--- config.mk ---
export PLATFORM = sky130hd
export DESIGN_NAME = pc_sequencer
export DESIGN_NICKNAME = d
export VERILOG_FILES = /design/src/rtl/pc_sequencer.sv
export SDC_FILE = /design/constraint.sdc
export NUM_CORES = 1
export LEC_CHECK = 0
export CAP_MARGIN = 15
export CORE_MARGIN = 1
export CORE_UTILIZATION = 37
export CTS_CLUSTER_DIAMETER = 50
export DETAILED_ROUTE_END_ITERATION = 8
export PLACE_DENSITY = 0.86
export SYNTH_ARGS = -nofsm -noshare
export SYNTH_HDL_FRONTEND = slang
export SYNTH_SLANG_ARGS = --single-unit
export TNS_END_PERCENT = 1
--- constraint.sdc ---
create_clock -name clk -period 3.5 [get_ports clk]
set_input_delay 0.7 -clock clk [delete_from_list [all_inputs] [get_ports clk]]
set_output_delay 0.7 -clock clk [all_outputs]
set_load 0.005 [all_outputs]
--- src/rtl/pc_sequencer.sv ---
// Two-state fetch/hold program-counter sequencer driving an external PC incrementer.
// Optional link register for jump-and-link is built when PC_SEQ_LINK_EN is defined.
module pc_sequencer (
  input  logic        clk,
  input  logic        rst,
  output logic        imem_req,
  output logic [15:0] imem_addr,
  input  logic        imem_valid,
  input  logic [15:0] imem_data,
  output logic [15:0] instr,
  output logic        instr_valid,
  input  logic        instr_ack,
  input  logic        stall,
  input  logic        br_take,
  input  logic [15:0] br_disp,
  input  logic        jmp_take,
  input  logic [15:0] jmp_addr,
  output logic [15:0] pc,
`ifdef PC_SEQ_LINK_EN
  input  logic        link_take,
  output logic [15:0] link_addr,
`endif
  output logic [15:0] incr_curr_pc,
  output logic        incr_decr,
  output logic [15:0] incr_diff,
  input  logic [15:0] incr_next_pc
);

  typedef enum logic [0:0] {
    ST_FETCH = 1'b0,
    ST_HOLD  = 1'b1
  } state_t;

  state_t      state_r;
  state_t      state_s;
  logic [15:0] pc_r;
  logic [15:0] instr_r;
  logic        instr_valid_r;
  logic        imem_req_s;
  logic        accept_s;
  logic        incr_decr_s;
  logic [15:0] incr_diff_s;

  assign accept_s = (state_r == ST_HOLD) && instr_ack && !stall;

  // State register
  always_ff @(posedge clk or posedge rst) begin
    if (rst) begin
      state_r <= ST_FETCH;
    end else begin
      state_r <= state_s;
    end
  end

  // Next-state logic
  always_comb begin
    state_s = state_r;
    case (state_r)
      ST_FETCH: begin
        if (imem_valid) begin
          state_s = ST_HOLD;
        end else begin
          state_s = ST_FETCH;
        end
      end
      ST_HOLD: begin
        if (accept_s) begin
          state_s = ST_FETCH;
        end else begin
          state_s = ST_HOLD;
        end
      end
      default: state_s = ST_FETCH;
    endcase
  end

  // Output decode
  always_comb begin
    imem_req_s = 1'b0;
    case (state_r)
      ST_FETCH: imem_req_s = 1'b1;
      ST_HOLD:  imem_req_s = 1'b0;
      default:  imem_req_s = 1'b0;
    endcase
  end

  // Datapath registers: instruction capture and PC redirect on accept
  always_ff @(posedge clk or posedge rst) begin
    if (rst) begin
      pc_r          <= 16'h0000;
      instr_r       <= 16'h0000;
      instr_valid_r <= 1'b0;
    end else begin
      case (state_r)
        ST_FETCH: begin
          if (imem_valid) begin
            instr_r       <= imem_data;
            instr_valid_r <= 1'b1;
          end
        end
        ST_HOLD: begin
          if (accept_s) begin
            pc_r          <= jmp_take ? jmp_addr : incr_next_pc;
            instr_valid_r <= 1'b0;
          end
        end
        default: instr_valid_r <= 1'b0;
      endcase
    end
  end

  // Incrementer operands: magnitude/direction of a taken branch, else +1
  always_comb begin
    incr_decr_s = 1'b0;
    incr_diff_s = 16'h0001;
    if (br_take && !jmp_take) begin
      incr_decr_s = br_disp[15];
      if (br_disp[15]) begin
        incr_diff_s = (~br_disp) + 16'h0001;
      end else begin
        incr_diff_s = br_disp;
      end
    end else begin
      incr_decr_s = 1'b0;
      incr_diff_s = 16'h0001;
    end
  end

`ifdef PC_SEQ_LINK_EN
  logic [15:0] link_addr_r;

  // Link register captures the return address (pc+1) on a linking jump
  always_ff @(posedge clk or posedge rst) begin
    if (rst) begin
      link_addr_r <= 16'h0000;
    end else if (accept_s && jmp_take && link_take) begin
      link_addr_r <= incr_next_pc;
    end
  end

  assign link_addr = link_addr_r;
`endif

  assign imem_req     = imem_req_s;
  assign imem_addr    = pc_r;
  assign pc           = pc_r;
  assign instr        = instr_r;
  assign instr_valid  = instr_valid_r;
  assign incr_curr_pc = pc_r;
  assign incr_decr    = incr_decr_s;
  assign incr_diff    = incr_diff_s;

endmodule

After elaboration in Yosys (flattened, before gate mapping)
Cells that the tools add are included.
{"block": "totals", "register_bits": 34, "in_bits": 71, "out_inout_bits": 83}
{"block": "op_classes", "addsub": 1, "eq_ne": 2, "mux": 11, "bitwise_logic": 2, "reduce_logical": 8}
{"operator": "two-way mux 16 bit", "n": 3}
{"operator": "adder 16 x 1 -> 16 bit, second input constant", "n": 1}
{"operator": "inverter 16 bit", "n": 1}
{"operator": "case mux 1 bit (2 select lines)", "n": 3}
{"operator": "AND reduction 2 bit", "n": 3}
{"operator": "two-way mux 1 bit", "n": 5}
{"operator": "logical AND 1 bit", "n": 3}
{"operator": "logical NOT 1 bit", "n": 2}
{"operator": "!= test 2 x 1 -> 1 bit, second input constant", "n": 1}
{"operator": "!= test 2 bit, second input constant", "n": 1}
{"operator": "inverter 1 bit", "n": 1}

Longest topological paths before layout
{"block": "depth", "word_depth": 4, "depth_mapped": 6}

Worst setup path after synthesis
OpenSTA, ideal clock, no wires.
{"block": "synth_timing", "path_type": "input -> output", "start": "in br_disp[2]", "end": "out incr_diff[13]", "arrival_time_ns": 2.101, "required_ns": 2.800, "slack_ns": 0.699, "stages": 5, "path_cell_list": "or4_1 buf_2 or4_1 o21ai_2 mux2i_1"}
{"block": "synth_between", "elab_chain_cells": 4}
{"element": "from (decl)", "line_no": "15", "source": "input logic [15:0] br_disp,"}
{"element": "inverter 16 bit", "line_no": "119", "source": "incr_diff_s = (~br_disp) + 16'h0001;"}
{"element": "adder 16 x 1 -> 16 bit", "line_no": "119"}
{"element": "two-way mux 16 bit", "line_no": "118", "source": "if (br_disp[15]) begin"}
{"element": "two-way mux 16 bit", "line_no": "116", "source": "if (br_take && !jmp_take) begin"}
{"element": "to (decl)", "line_no": "25", "source": "output logic [15:0] incr_diff,"}
Every way passes these cells.

Final worst setup path
{"block": "layout_timing", "start": "in br_disp[0]", "end": "out incr_diff[12]"}
The elaborated chain is that of the path after synthesis.

==> flow_summary.json <==
{
  "worstSkewPairLatency_ns": 0.28,
  "areaGrowthSynthToFinish_pct": 81.27,
  "ys_top_cells_by_count": "dfrtp_1, buf_4, o21ai_0",
  "drt_first_pass_iters": 4,
  "yosysSeqAreaShare_pct": 41.09,
  "tritoncts": "done",
  "crit_fanout": 5,
  "layout-drive-gt1-share_pct": 15.07,
  "first_global_vias": 2149,
  "dp.final_hpwl_microns": 4930,
  "max_freq_mhz": 275.6,
  "grt_overflow": 0,
  "track_usage_pct": 22.23,
  "wl_microns": 6321,
  "timing.rr.start": "state_r",
  "r2r_slack_ns": 2.18,
  "max_cap_viol_count": 0,
  "ant_nets": 0,
  "synth_edf_count": 0,
  "period_needed_ns": 3.628,
  "grt_pass1_wl_microns": 10340,
  "numPortBuffers": 153,
  "setup_viol_count_final": 5,
  "fillCellCount": 388,
  "setup_ws_ns": -0.1279,
  "max-slew-margin-rel_pct": 48.21,
  "rsz0062_at_grt": "true",
  "min_path_cells": 1,
  "core_area_sq_um": 5238,
  "required_ns": 2.80,
  "path_clk_slew_ns": 0.07,
  "startpoint_type": "input pin",
  "cts_inserted_buffers": 5,
  "drt-vias-per-instance": 4.759,
  "ir_drop_mv": 0.3964,
  "synth_top_area_share_pct": 41.09,
  "synthesis.area_sq_um": 2071,
  "violations": "setup timing",
  "reg2reg_to": "instr[10]",
  "async_flop_share_pct": 100.0,
  "reg2regPathDepth": 3,
  "rows": 26,
  "route.detailed.drc": 0,
  "worstMarginPinSlew_ns": 0.7744,
  "status": "finished, violations left",
  "cp-startpoint": "br_disp[0]",
  "syn_avg_cell_area_sq_um": 9.861,
  "num_vias": 1975,
  "synth_fp_nets": 282,
  "synth_ff_type": "dfrtp_1",
  "post-route-cell-area_sq_um": 3754,
  "endpoint_kind": "output port",
  "ioPinCount": 154,
  "grt_max_degree": 35,
  "hold_path.class": "reg -> reg",
  "h-tree-depth": 2,
  "antenna_found_initial": 0,
  "clock-sinks": 34,
  "hold_violations": 0,
  "finalClockSkew_ns": 0.005202,
  "place.gp.congestion": 0.7932,
  "die_y_microns": 76.81,
  "fin_nets": 416,
  "die_area_sq_um": 5900,
  "start_util_pct": 39.54,
  "critPathArrivalTime_ns": 2.93,
  "syn_inst": 210,
  "yosysMostFrequentCell": "dfrtp_1",
  "cp-endpoint": "incr_diff[12]",
  "antenna_cells": 0,
  "leakagePower_nw": 1.653,
  "avgRoutedWirePerCell_microns": 15.23,
  "clock-root-buffer": "clkbuf_8",
  "post-route-period-util_pct": 103.7,
  "ys_seq_elements": 34,
  "ys_top_cells_by_area": "dfrtp_1, buf_4, mux2i_1, mux2_2, o21ai_0",
  "cts.hold.buffers_added": 0,
  "final_max_slew_viol_count": 0,
  "drt_iter0_drc": 39,
  "powerDensity_nw_per_um2": 435.4,
  "synth.distinct_cells": 30,
  "placed_area_sq_um": 3532,
  "critical_path_class": "in -> out",
  "synth_area_leader_cell": "dfrtp_1",
  "timing.setup.tns_ns": -0.3264,
  "ys.warnings.count": 0,
  "cts_buffer_depth": 2,
  "fp.dieW_microns": 76.81
}
## final cells by class
cell class | instances | area, sq um | area share, %
Sequential cell | 34 | 850.8 | 22.67
Timing Repair Buffer | 170 | 1669 | 44.47
Clock buffer | 5 | 68.82 | 1.833
Multi-Input combinational cell | 129 | 993.5 | 26.47
Inverter | 4 | 15.01 | 0.4000
Clock inverter | 3 | 68.82 | 1.833
Tap cell | 70 | 87.58 | 2.333
## sequential cells by signal, summed over array words and instances (netlist names)
name / cells
instr: 16
instr_valid: 1
state_r: 1
imem_addr: 16
## per-layer routing
layer	track usage (%)	wire length, microns	up-vias
met5	0	0	-
met4	8.269	124	0
met3	6.548	566	9
met2	40.98	3331	101
met1	23.62	2298	920
li1	-	-	945
## through the flow
step | setup slack, ns | hold WS (ns) | power [mW] | utilization [%] | instances
finish | -0.1279 | 0.4902 | 1.634 | 71.67 | 415
global placement | -0.1792 | 0.4622 | 1.181 | 67.44 | 407
floorplan | 0.6994 | 0.4741 | 0.8141 | - | 210
global route | -0.2340 | 0.5089 | 1.719 | 71.67 | 415
detailed placement | -0.1908 | 0.4709 | 1.204 | 67.44 | 407
CTS | -0.1247 | 0.4910 | 1.653 | 71.02 | 415
## placed cells by master (no fill, tap or decap), types with 4 or more instances in the layout
cell | netlist | layout
buf_4 | 32 | 17
clkbuf_8 | 0 | 5
clkdlybuf4s50_1 | 0 | 148
dfrtp_1 | 34 | 34
dlymetal6s2s_1 | 0 | 4
inv_1 | 4 | 4
mux2_2 | 16 | 16
mux2i_1 | 18 | 18
nand2_1 | 18 | 18
nor2_1 | 15 | 15
o21ai_0 | 19 | 18
xor2_1 | 10 | 10
## where the power goes
group / switching [mW] / total (mW) / internal [mW]
clock network: 0.149 / 0.434 / 0.285
registers: 0.0729 / 0.557 / 0.484
logic: 0.196 / 0.643 / 0.447
total: 0.418 / 1.63 / 1.22
## logic make-up after synthesis
| kind of cell | synth area share [%] |
|---|---|
| compound gates | 8.882 |
| simple gates | 12.45 |
| mux | 17.40 |
| fa+ha+maj | 0.6041 |
| buf+inv | 14.50 |
| xor+xnor | 5.075 |
| flops | 41.09 |
## worst max-delay path, cell delays in order
cell and delay [ns]:
clkdlybuf4s50_1 0.45, inv_1 0.09, ha_1 0.16, or4b_4 0.52, o41ai_4 0.31, xor2_1 0.10, nor2_1 0.09, clkdlybuf4s50_1 0.51
## what timing repair did
item / 4_1_cts / 5_1_grt
endpoints found under the hold margin: 0 / 0
endpoints found under the setup margin: 6 / 11
pin swaps: 1 / 0
resized for setup: 8 / 8
setup buffers: 0 / 0
## worst min path at each step
stage / from / endpoint / slack (ns)
5_1_grt: instr_valid / instr_valid / 0.51
4_1_cts: instr_valid / instr_valid / 0.49
6_report: instr_valid / instr_valid / 0.49
3_3_place_gp: instr_valid / instr_valid / 0.46
3_5_place_dp: instr_valid / instr_valid / 0.47
2_1_floorplan: instr_valid / instr_valid / 0.47
(Power assumes the default switching activity.)
==> variant, RTL diff (same flow settings) <==
Build with the macro `PC_SEQ_LINK_EN` defined.
--- a/src/rtl/pc_sequencer.sv
+++ b/src/rtl/pc_sequencer.sv
@@ -1,4 +1,6 @@
 // Two-state fetch/hold program-counter sequencer driving an external PC incrementer.
 // Optional link register for jump-and-link is built when PC_SEQ_LINK_EN is defined.
+`define PC_SEQ_LINK_EN
+
 module pc_sequencer (
   input  logic        clk,
Ports: changed (added link_addr and link_take); port bits go from 154 to 171. No check against the original RTL was run, so the function may have changed too.
==> variant against the unedited design <==
- the flow still finishes with violations (negative setup slack)
- synthesized cell count grew 15%
- setup slack gained 0.085 ns
- area after synthesis grew 29%
- design area grew 20%
- global-route usage shrank 2.4 points
- critical path depth shrank 2
- first-iteration DRC count grew 36%
- register-to-register slack lost 0.26 ns
- routed wire length grew 23%
- sequential power grew 47%
- sequential cell count grew 16
- total power grew 23%
- non-clock buffer count grew 21
- highest routed layer unchanged
==> variant: results (changes against the unedited design) <==
- The setup-violating endpoint count in the final report was 2 (was 5).
- The slowest cell on the critical path is or4_4 (was or4b_4).
- The per-cell routed wire length is 15.8 µm (was 15.2 µm).
- The slack of the worst reg-to-reg path is 1.92 ns (was 2.18 ns).
- The worst setup slack after layout is -0.0434 ns (was -0.128 ns).
- Top cells by instance count after synthesis: dfrtp_1 (50), buf_4 (32), mux2_2 (32) (was dfrtp_1 (34), buf_4 (32), o21ai_0 (19)).
- The fraction of layout instances using a drive strength above 1 is 19.3% (was 15.1%).
- The largest voltage drop on the vdd net is 0.365 mV (was 0.396 mV).
- The distinct cell type count of the synthesized netlist is 32 (was 30).
- The clock transition time at the flip-flop clock pins of the worst setup and hold paths is 0.10 ns (was 0.07 ns).
- Violated checks: negative setup slack (unchanged).
- Cell types occupying the most area after synthesis: dfrtp_1 (47%), mux2_2 (13%), buf_4 (9.0%), mux2i_1 (6.3%), xor2_1 (3.9%) (was dfrtp_1 (41%), buf_4 (12%), mux2i_1 (8.7%), mux2_2 (8.7%), o21ai_0 (4.6%)).
- The total global-route track usage is 19.8% (was 22.2%).
- The launching element of the worst setup path is br_disp[4] (was br_disp[0]).
- The number of inserted filler cells in the final layout is 541 (was 388).
- The wire length of the first global-routing pass was 11,600 µm (was 10,300 µm).
- The via count is 2,315 (was 1,975).
- The final layout net count came to 466 (was 416).
- Status: finished, violations left (unchanged).
- The leakage power figure is 1.96 nW (was 1.65 nW).
- The sequential cell area fraction in the yosys report came to 46.7% (was 41.1%).
- The via count of the first global-routing pass is 2,368 (was 2,149).
- The placer congestion estimate came to 0.813 (was 0.793).
- The slew of the pin with the lowest slew margin was 0.315 ns (was 0.774 ns).
- The largest fanout on the critical path is 8 (was 5).
- The placed wire-length estimate was 5930 µm (was 4930 µm).
- The DRC violation total after the first TritonRoute iteration is 53 (was 39).
- The arrival time of data at the critical path endpoint is 2.84 ns (was 2.93 ns).
- The number of I/O port buffers is 170 (was 153).
- The source-to-sink clock delay at the later pin of the worst-skew pair is 0.31 ns (was 0.28 ns).
- The post-route clock skew is 0.0112 ns (was 0.00520 ns).
[variant: changes by cell type in the layout (fill, tap and decap cells not counted), moves of 2 or more]
cell / unedited run / this run
clkdlybuf4s50_1: 148 / 166
xor2_1: 10 / 12
bufinv_16: 2 / 0
mux2_2: 16 / 32
buf_4: 17 / 20
or4_1: 3 / 0
inv_2: 0 / 2
xnor2_1: 2 / 0
dfrtp_1: 34 / 50
nor2b_1: 3 / 1
o31ai_1: 1 / 3
or2_2: 3 / 1
or4_4: 0 / 3
[variant: worst max-delay path: cells and delay by family]
kind	cells	cell delay, ns
AO/OA/AOI/OAI	1	0.37
XOR/XNOR	1	0.10
buffers and inverters	2	1.01
AND/OR/NAND/NOR	2	0.67
[variant: stage by stage]
stage	std cells	setup slack (ns)	power, mW	TNS [ns]	instance area, µm²
2_1_floorplan	241	0.742	1.13	0	2680
3_3_place_gp	481	-0.180	1.62	-0.962	4350
3_5_place_dp	481	-0.216	1.65	-1.24	4350
4_1_cts	489	-0.0479	2.02	-0.114	4460
5_1_grt	490	-0.110	2.11	-0.484	4510
6_report	490	-0.0434	2.00	-0.0616	4510
[variant: worst min path at each step]
stage                     slack [ns]  depth (start not counted)           to
after global placement          0.46                          1  instr_valid
final                           0.49                          1  instr_valid
after global routing            0.51                          1  instr_valid
after detailed placement        0.47                          1  instr_valid
after CTS                       0.50                          1  instr_valid
after floorplan                 0.47                          1  instr_valid
[variant: what timing repair did]
| item | CTS | global route |
|---|---|---|
| gates resized for setup | 7 | 8 |
| pin swaps | 4 | 0 |
| endpoints found under the setup margin | 11 | 10 |
[variant: cell families (layout without fill, tap and decap cells)]
family,Yosys count,count (layout),share of synthesized area (%)
buf+inv,51,204,12.2
fa+ha+maj,1,1,0.467
xor+xnor,12,12,3.92
mux,49,49,19.8
compound gates,31,31,8.68
simple gates,47,47,8.31
flops,50,50,46.7
[variant: per-layer routing]
metal | share of wire (%) | vias up | wire [µm] | track usage [%]
met1 | 37 | 1090 | 2880 | 20.9
met5 | 0 | - | 0 | 0
met2 | 51 | 121 | 3930 | 36.3
li1 | - | 1096 | - | -
met3 | 11 | 8 | 884 | 9.19
met4 | 0.91 | 0 | 71 | 4.02
[variant: layout make-up]
type | instances | area share (%)
clock buffer | 7 | 1.91
clock inverter | 1 | 0.194
inverter | 5 | 0.416
multi-input combinational | 140 | 25.5
sequential | 50 | 27.7
tap | 96 | 2.66
timing repair buffer | 191 | 41.6
[variant: power breakdown]
group          switching (mW)  internal [mW]
clock network           0.200          0.164
registers               0.100          0.718
logic                   0.251          0.571
total                   0.551           1.45
